**src/rtl/vga_pkg.sv**
```systemverilog
// Shared VGA timing constants, scanline geometry and arbiter encodings.
// The state and owner encodings are plain localparams so they drop into older tools unchanged.
package vga_pkg;

    localparam int H_VISIBLE    = 640;
    localparam int H_TOTAL      = 800;
    localparam int V_VISIBLE    = 480;
    localparam int V_TOTAL      = 525;
    localparam int PIX_PER_WORD = 4;
    localparam int LINE_WORDS   = H_VISIBLE / PIX_PER_WORD;

    localparam logic ST_IDLE  = 1'b0;
    localparam logic ST_FETCH = 1'b1;

    localparam logic OWNER_FETCH = 1'b0;
    localparam logic OWNER_CPU   = 1'b1;

endpackage

```
**src/rtl/vram_fetch_seq.sv**
```systemverilog
// Scanline fetch sequencer: latches the line base address on start and walks
// the word counter and the CPU slot counter while the arbiter is fetching.
module vram_fetch_seq
    import vga_pkg::*;
#(
    parameter int ADDR_WIDTH      = 16,
    parameter int LINE_WORDS      = vga_pkg::LINE_WORDS,
    parameter int FB_BASE         = 0,
    parameter int CPU_SLOT_PERIOD = 4
) (
    input  logic                  pixel_clock,
    input  logic                  reset,
    input  logic                  start,
    input  logic [9:0]            line_index,
    input  logic                  active,
    input  logic                  advance,
    output logic [ADDR_WIDTH-1:0] fetch_addr,
    output logic [7:0]            word,
    output logic                  slot,
    output logic                  last
);

    localparam int SW = $clog2(CPU_SLOT_PERIOD);

    logic [ADDR_WIDTH-1:0] base;
    logic [7:0]            w;
    logic [SW-1:0]         s;
    logic [ADDR_WIDTH+9:0] line_offset;

    // Full-width product so truncation to the VRAM address space happens only once.
    assign line_offset = (ADDR_WIDTH+10)'(line_index) * (ADDR_WIDTH+10)'(LINE_WORDS);

    always_ff @(posedge pixel_clock) begin
        if (reset) begin
            base <= '0;
            w    <= '0;
            s    <= '0;
        end else if (start) begin
            base <= ADDR_WIDTH'(FB_BASE) + line_offset[ADDR_WIDTH-1:0];
            w    <= '0;
            s    <= '0;
        end else if (active) begin
            if (advance) begin
                w <= w + 8'd1;
            end
            s <= (s == SW'(CPU_SLOT_PERIOD-1)) ? '0 : s + SW'(1);
        end
    end

    assign fetch_addr = base + ADDR_WIDTH'(w);
    assign word       = w;
    assign slot       = active && (s == SW'(CPU_SLOT_PERIOD-1));
    assign last       = (w == 8'(LINE_WORDS-1));

endmodule

```
**src/rtl/vram_scan_arbiter.sv**
```systemverilog
// Single-port VRAM arbiter: CPU owns the port when idle, scanline prefetch owns it
// during a fetch except for one CPU slot every CPU_SLOT_PERIOD cycles.
module vram_scan_arbiter
    import vga_pkg::*;
#(
    parameter int ADDR_WIDTH      = 16,
    parameter int DATA_WIDTH      = 16,
    parameter int LINE_WORDS      = vga_pkg::LINE_WORDS,
    parameter int FB_BASE         = 0,
    parameter int CPU_SLOT_PERIOD = 4
) (
    input  logic                  pixel_clock,
    input  logic                  reset,
    input  logic                  line_start,
    input  logic [9:0]            line_index,
    input  logic                  cpu_req,
    input  logic                  cpu_we,
    input  logic [ADDR_WIDTH-1:0] cpu_addr,
    input  logic [DATA_WIDTH-1:0] cpu_wdata,
    output logic                  cpu_gnt,
    output logic                  cpu_rvalid,
    output logic [DATA_WIDTH-1:0] cpu_rdata,
    output logic                  ram_en,
    output logic                  ram_we,
    output logic [ADDR_WIDTH-1:0] ram_addr,
    output logic [DATA_WIDTH-1:0] ram_wdata,
    input  logic [DATA_WIDTH-1:0] ram_rdata,
    output logic                  lb_we,
    output logic [7:0]            lb_addr,
    output logic [DATA_WIDTH-1:0] lb_data,
    output logic                  fetch_busy,
    output logic                  overrun
);

    logic                  state;
    logic                  rd_pend;
    logic                  rd_owner;
    logic [7:0]            rd_word;
    logic                  overrun_q;
    logic [ADDR_WIDTH-1:0] fetch_addr;
    logic [7:0]            word;
    logic                  slot;
    logic                  last;
    logic                  fetching;
    logic                  cpu_take;
    logic                  fetch_issue;
    logic                  lb_pend;
    logic                  busy_raw;

    assign fetching    = (state == ST_FETCH);
    assign cpu_take    = cpu_req && (!fetching || slot);
    assign fetch_issue = fetching && !cpu_take;

    vram_fetch_seq #(
        .ADDR_WIDTH      (ADDR_WIDTH),
        .LINE_WORDS      (LINE_WORDS),
        .FB_BASE         (FB_BASE),
        .CPU_SLOT_PERIOD (CPU_SLOT_PERIOD)
    ) u_seq (
        .pixel_clock (pixel_clock),
        .reset       (reset),
        .start       (line_start),
        .line_index  (line_index),
        .active      (fetching),
        .advance     (fetch_issue),
        .fetch_addr  (fetch_addr),
        .word        (word),
        .slot        (slot),
        .last        (last)
    );

    assign lb_pend  = rd_pend && (rd_owner == OWNER_FETCH);
    assign busy_raw = fetching || lb_pend;

    // A new line_start always wins, including over the final-word exit to idle.
    always_ff @(posedge pixel_clock) begin
        if (reset) begin
            state     <= ST_IDLE;
            rd_pend   <= 1'b0;
            rd_owner  <= OWNER_FETCH;
            rd_word   <= '0;
            overrun_q <= 1'b0;
        end else begin
            if (line_start) begin
                state <= ST_FETCH;
            end else if (fetch_issue && last) begin
                state <= ST_IDLE;
            end
            rd_pend   <= fetch_issue || (cpu_take && !cpu_we);
            rd_owner  <= fetch_issue ? OWNER_FETCH : OWNER_CPU;
            rd_word   <= word;
            overrun_q <= line_start && busy_raw;
        end
    end

    // Outputs are forced low while reset is held so a pending return is dropped immediately.
    assign cpu_gnt    = !reset && cpu_take;
    assign ram_en     = !reset && (cpu_take || fetch_issue);
    assign ram_we     = !reset && cpu_take && cpu_we;
    assign ram_addr   = (reset || !ram_en) ? '0 : (cpu_take ? cpu_addr : fetch_addr);
    assign ram_wdata  = ram_we ? cpu_wdata : '0;
    assign lb_we      = !reset && lb_pend;
    assign lb_addr    = lb_we ? rd_word : '0;
    assign lb_data    = lb_we ? ram_rdata : '0;
    assign cpu_rvalid = !reset && rd_pend && (rd_owner == OWNER_CPU);
    assign cpu_rdata  = cpu_rvalid ? ram_rdata : '0;
    assign fetch_busy = !reset && busy_raw;
    assign overrun    = !reset && overrun_q;

endmodule

```
**config.mk**
```make
export PLATFORM = sky130hd
export DESIGN_NAME = vram_scan_arbiter
export DESIGN_NICKNAME = d
export VERILOG_FILES = /design/src/rtl/vga_pkg.sv /design/src/rtl/vram_fetch_seq.sv /design/src/rtl/vram_scan_arbiter.sv
export SDC_FILE = /design/constraint.sdc
export NUM_CORES = 1
export LEC_CHECK = 0
export ABC_AREA = 1
export CORE_UTILIZATION = 42
export DETAILED_ROUTE_END_ITERATION = 10
export PLACE_DENSITY = 0.87
export RECOVER_POWER = 25
export SLEW_MARGIN = 0
export SYNTH_ARGS = -nofsm -noshare
export SYNTH_HDL_FRONTEND = slang
export SYNTH_SLANG_ARGS = --single-unit
export TNS_END_PERCENT = 5
```
**constraint.sdc**
```tcl
create_clock -name pixel_clock -period 3.7 [get_ports pixel_clock]
set_clock_uncertainty 0.1 [all_clocks]
set_input_delay 0.74 -clock pixel_clock [delete_from_list [all_inputs] [get_ports pixel_clock]]
set_output_delay 0.74 -clock pixel_clock [all_outputs]
set_load 0.1 [all_outputs]
```
# == After elaboration in Yosys (flattened, before gate mapping) ==
# Cells that the tools add are included.
# word_totals
register_bits,33
inputBits,63
output_inout_bits,79
wordCells,53
# classes
n_addsub,3
multipliers,1
n_eq_ne,2
muxes,10
bitwise,1
reduce_logical,28
# op_table
operator,count
2-to-1 mux 16 bit,5
adder 16 x 8 -> 16 bit,1
logical AND 1 bit,15
multiplier 10 x 3 -> 11 bit (second input constant),1
adder 8 x 1 -> 8 bit (second input constant),1
equality test 8 bit (second input constant),1
2-to-1 mux 8 bit,1
logical NOT 1 bit,5
logical OR 1 bit,5
2-to-1 mux 1 bit,3
adder 2 x 1 -> 2 bit (second input constant),1
equality test 2 bit (second input constant),1
2-to-1 mux 2 bit,1
AND reduction 2 bit,1
nonzero test 2 bit,1
OR reduction 2 bit,1
inverter 1 bit,1

# == Depth between registers and ports, before layout ==
# logic_depth
word_depth,11
depth_mapped,10
ltp_nobuf,10

# == Cells and area by module ==
# From an unflattened synthesis, not the netlist that was laid out.
# unflattened
cells_unflattened,473
hier_area_um2,2819.0
# by_module_without_submodules
module,n_inst,cells_per_inst,area_per_inst_um2,seq_area_each_um2
vram_fetch_seq,1,227,1579.0,420.4
vram_scan_arbiter,1,246,1239.9,240.2

# == Worst setup path after synthesis ==
# No wires, ideal clock.
# synth_timing
path_type,input to output
start,in reset
end,out cpu_rdata[10]
arrival_ns,4.892
t_required_ns,2.860
setup_slack_ns,-2.032
stages,4
n_path_buf,1
path_cell_list,nor3_1 inv_1 buf_2 nor2_1
# synth_via
elab_chain_cells,4
# synth_rtl
element,line_no,source
"start, declared",vram_scan_arbiter.sv:13,"input logic reset,"
logical NOT 1 bit,vram_scan_arbiter.sv:105,assign cpu_rvalid = !reset && rd_pend && (rd_owner == OWNER_CPU);
logical AND 1 bit (2 in a row),vram_scan_arbiter.sv:105,
2-to-1 mux 16 bit,vram_scan_arbiter.sv:106,assign cpu_rdata = cpu_rvalid ? ram_rdata : '0;
"end, declared",vram_scan_arbiter.sv:22,"output logic [DATA_WIDTH-1:0] cpu_rdata,"
# No other way between the ends.

# == Worst setup path after layout ==
# layout_timing
start,in reset
end,out ram_addr[7]
# layout_via
elab_chain_cells,5
# layout_rtl
element,line_no,source
logical NOT 1 bit,vram_scan_arbiter.sv:98,assign ram_en = !reset && (cpu_take || fetch_issue);
logical AND 1 bit,vram_scan_arbiter.sv:98,
logical NOT 1 bit,vram_scan_arbiter.sv:100,assign ram_addr = (reset || !ram_en) ? '0 : (cpu_take ? cpu_addr : fetch_addr);
logical OR 1 bit (*),vram_scan_arbiter.sv:100,
2-to-1 mux 16 bit (*),vram_scan_arbiter.sv:100,
"end, declared",vram_scan_arbiter.sv:25,"output logic [ADDR_WIDTH-1:0] ram_addr,"
# Mark *: on every way between the ends. The rest lies on a longest branch, timed or not.

==> summary.txt <==
Setup path
  • Arr. time, crit path: 2.72 ns
  • Worst setup EP type: output pin
  • Worst Path Class, Setup: input port to output pin
  • Worst Path Required: 2.86 ns
  • Worst-path maximum fanout: 10
  • Startpoint types: input port

Place
  • Post-DP Area: 0.00497 mm²
  • Port-buffer cells: 141
  • DP Wirelength: 8.19 mm
  • Setup WS pre-CTS: 0.232 ns
  • Placer Congestion: 0.838

CTS
  • Post-CTS Setup Bufs: 0
  • PostCTS Resize Cnt: 0
  • Clk slew on worst S/H paths: 0.07 ns
  • H-Tree Depth: 2
  • Clock root cell: clkbuf_8
  • CTS tree: done
  • CTS Hold Bufs: 0
  • Clock buffer depth: 2
  • Clk sink count: 33
  • Worst-skew pair later-pin latency: 0.29 ns
  • Num CTS Buffers: 5

Logic synthesis
  • Post-synth EDFFs: 0
  • Synth area leaders: dfxtp_1 26%, inv_1 13%, nor2_1 12%
  • Synth top area share: 0.261
  • Cell area after synthesis: 0.00253 mm²
  • Seq cells post-synth: 33
  • Post-synthesis cell count: 413
  • Distinct cell type count of the synthesized netlist: 34
  • Fraction of registers with async set/reset: 0
  • Syn nets: 498
  • Area leader, netlist: dfxtp_1
  • Synth warn: 0
  • Register area share after synthesis: 0.261
  • Syn avg cell area: 6.14 µm²
  • Ys flop type: dfxtp_1

Die
  • Num rows: 27
  • Die width: 79.7 µm
  • Core box area: 0.00568 mm²
  • Die area: 0.00635 mm²
  • Initial Util: 0.447
  • Die height: 79.7 µm
  • Ports: 142

Routing
  • DRC errors left: 0
  • Drt wl/cell: 16.8 µm
  • Iteration-0 DRC Markers: 181
  • Vias per cell: 5.38
  • DR vias: 3384
  • 1st-pass router iterations: 6
  • Detail Route Antenna Nets: 0
  • DRT Wirelength: 10.6 mm

Global route
  • Global-route wire length before repair: 16.7 mm
  • Vias in the first global route: 3483
  • Total congestion overflow: 0
  • GRT Total Usage: 0.341
  • Initial antenna violation count: 0
  • Largest net degree at the start of global routing: 27

STA
  • Max-Slew Margin vs Limit: 0.197
  • Slew Limit Fails: 0
  • Final setup vio count: 0
  • Fin crit period: 3.56 ns
  • Final Cycle Share: 0.961
  • RSZ-0062 raised after global routing: false
  • Final worst setup slack: 0.144 ns
  • Hold_ws: 0.387 ns
  • Slew @ Worst Pin: 1.21 ns
  • Fin. Hold Viols: 0
  • Fmax: 281 MHz

Pwr
  • Net Sw Frac: 0.410
  • Switching power: 0.560 mW
  • Register share of total power: 0.286
  • Leak pwr: 2.30 nW
  • Combinational share of power: 0.458
  • Pwr dens: 270 mW/mm²
  • Worst VDD drop: 0.245 mV
  • Total power draw: 1.37 mW
  • Internal: 0.806 mW
  • Clk pwr share: 0.257

Finish
  • Nets: 641
  • Synth-to-Final Area Change: 99.6%
  • # diodes: 0
  • Share of layout cells above drive strength 1: 0.284
  • Fin area: 0.00506 mm²

Hold path
  • Worst hold path type: flip-flop to flip-flop

Flow run
  • Number of max-cap violations: 0

Outcome
  • Outcome: complete, no violations
[metal layers]
metal,routed length (µm),GRT usage,vias up
li1,-,-,1543
met1,3740,0.349,1579
met2,5560,0.647,211
met3,767,0.0674,51
met4,480,0.173,0
met5,0,0,-
[power groups by stage]
stage,clock (mW),sequential (mW),combinational [mW]
2_1_floorplan,0,0.392,0.372
3_3_place_gp,0,0.395,0.602
3_5_place_dp,0,0.396,0.618
4_1_cts,0.347,0.389,0.626
5_1_grt,0.362,0.392,0.656
6_report,0.351,0.390,0.625
[layout make-up]
cell class / count / area (µm²)
clock buffer: 5 / 68.8
fill: 233 / 616
timing repair buffer: 146 / 2220
clock inverter: 3 / 46.3
sequential: 33 / 661
multi-input combinational: 278 / 1630
inverter: 92 / 345
tap: 72 / 90.1
[metrics by stage]
stage          setup TNS (ns)  utilization  instances
6_report                    0        0.892        629
5_1_grt                     0        0.892        629
4_1_cts                     0        0.896        629
3_5_place_dp                0        0.876        621
3_3_place_gp                0        0.876        621
2_1_floorplan           -6.40            -        413
[worst max-delay path, cell delays in order]
cell,delay (ns)
clkdlybuf4s50_1,0.59
inv_2,0.18
nand2_1,0.08
nand2_1,0.25
buf_4,0.25
o21ai_0,0.16
a21oi_1,0.26
buf_12,0.21
[state kept, by name, summed over array words and instances, names as in the netlist]
| register | flops |
|---|---|
| u_seq.base | 11 |
| u_seq.word | 8 |
| rd_word | 8 |
| overrun_q | 1 |
| rd_owner | 1 |
| fetching | 1 |
| u_seq.s | 2 |
| rd_pend | 1 |
[synthesized netlist by cell type (3+ instances only)]
master   number
nand2_1      72
buf_2         8
xor2_1        3
nand2_2       4
inv_1        88
a21oi_1      21
a22o_1        3
nor2_1       83
ha_1         20
o21ai_0      21
inv_2         3
nand3_1      22
dfxtp_1      33
[cell usage in the layout, fill, tap and decap left out, types with 2 or more instances in the layout]
cell type        instances
o21ai_0                 21
nand4_1                  2
nor2_4                   4
buf_12                  78
xnor2_1                  2
xor2_1                   3
nand3_1                 22
inv_2                    3
o21ai_1                  2
nand3b_1                 2
clkbuf_8                 5
nor3_4                   2
buf_4                    5
dfxtp_1                 33
a21oi_1                 22
inv_1                   88
nor2_2                  49
nor2_1                  34
nand2_2                  4
or2_2                    2
clkdlybuf4s50_1         61
fa_1                     2
nand2_4                  2
a22o_1                   3
nand2_1                 72
ha_1                    20
[path summary, 6_finish.rpt]
check	slack, ns	cells after the start	endpoint	from
max	0.14	8	ram_addr[7]	reset
min	0.39	2	u_seq.base[15]	u_seq.base[15]
max reg2reg	1.70	7	u_seq.word[6]	u_seq.s[0]
min reg2reg	0.39	2	u_seq.base[15]	u_seq.base[15]
[logic make-up after synthesis]
logic type      synth area share
simple gates               0.328
buf+inv                    0.155
compound gates             0.125
flops                      0.261
fa+ha+maj                  0.115
xor+xnor                  0.0173
(Power assumes the default switching activity.)
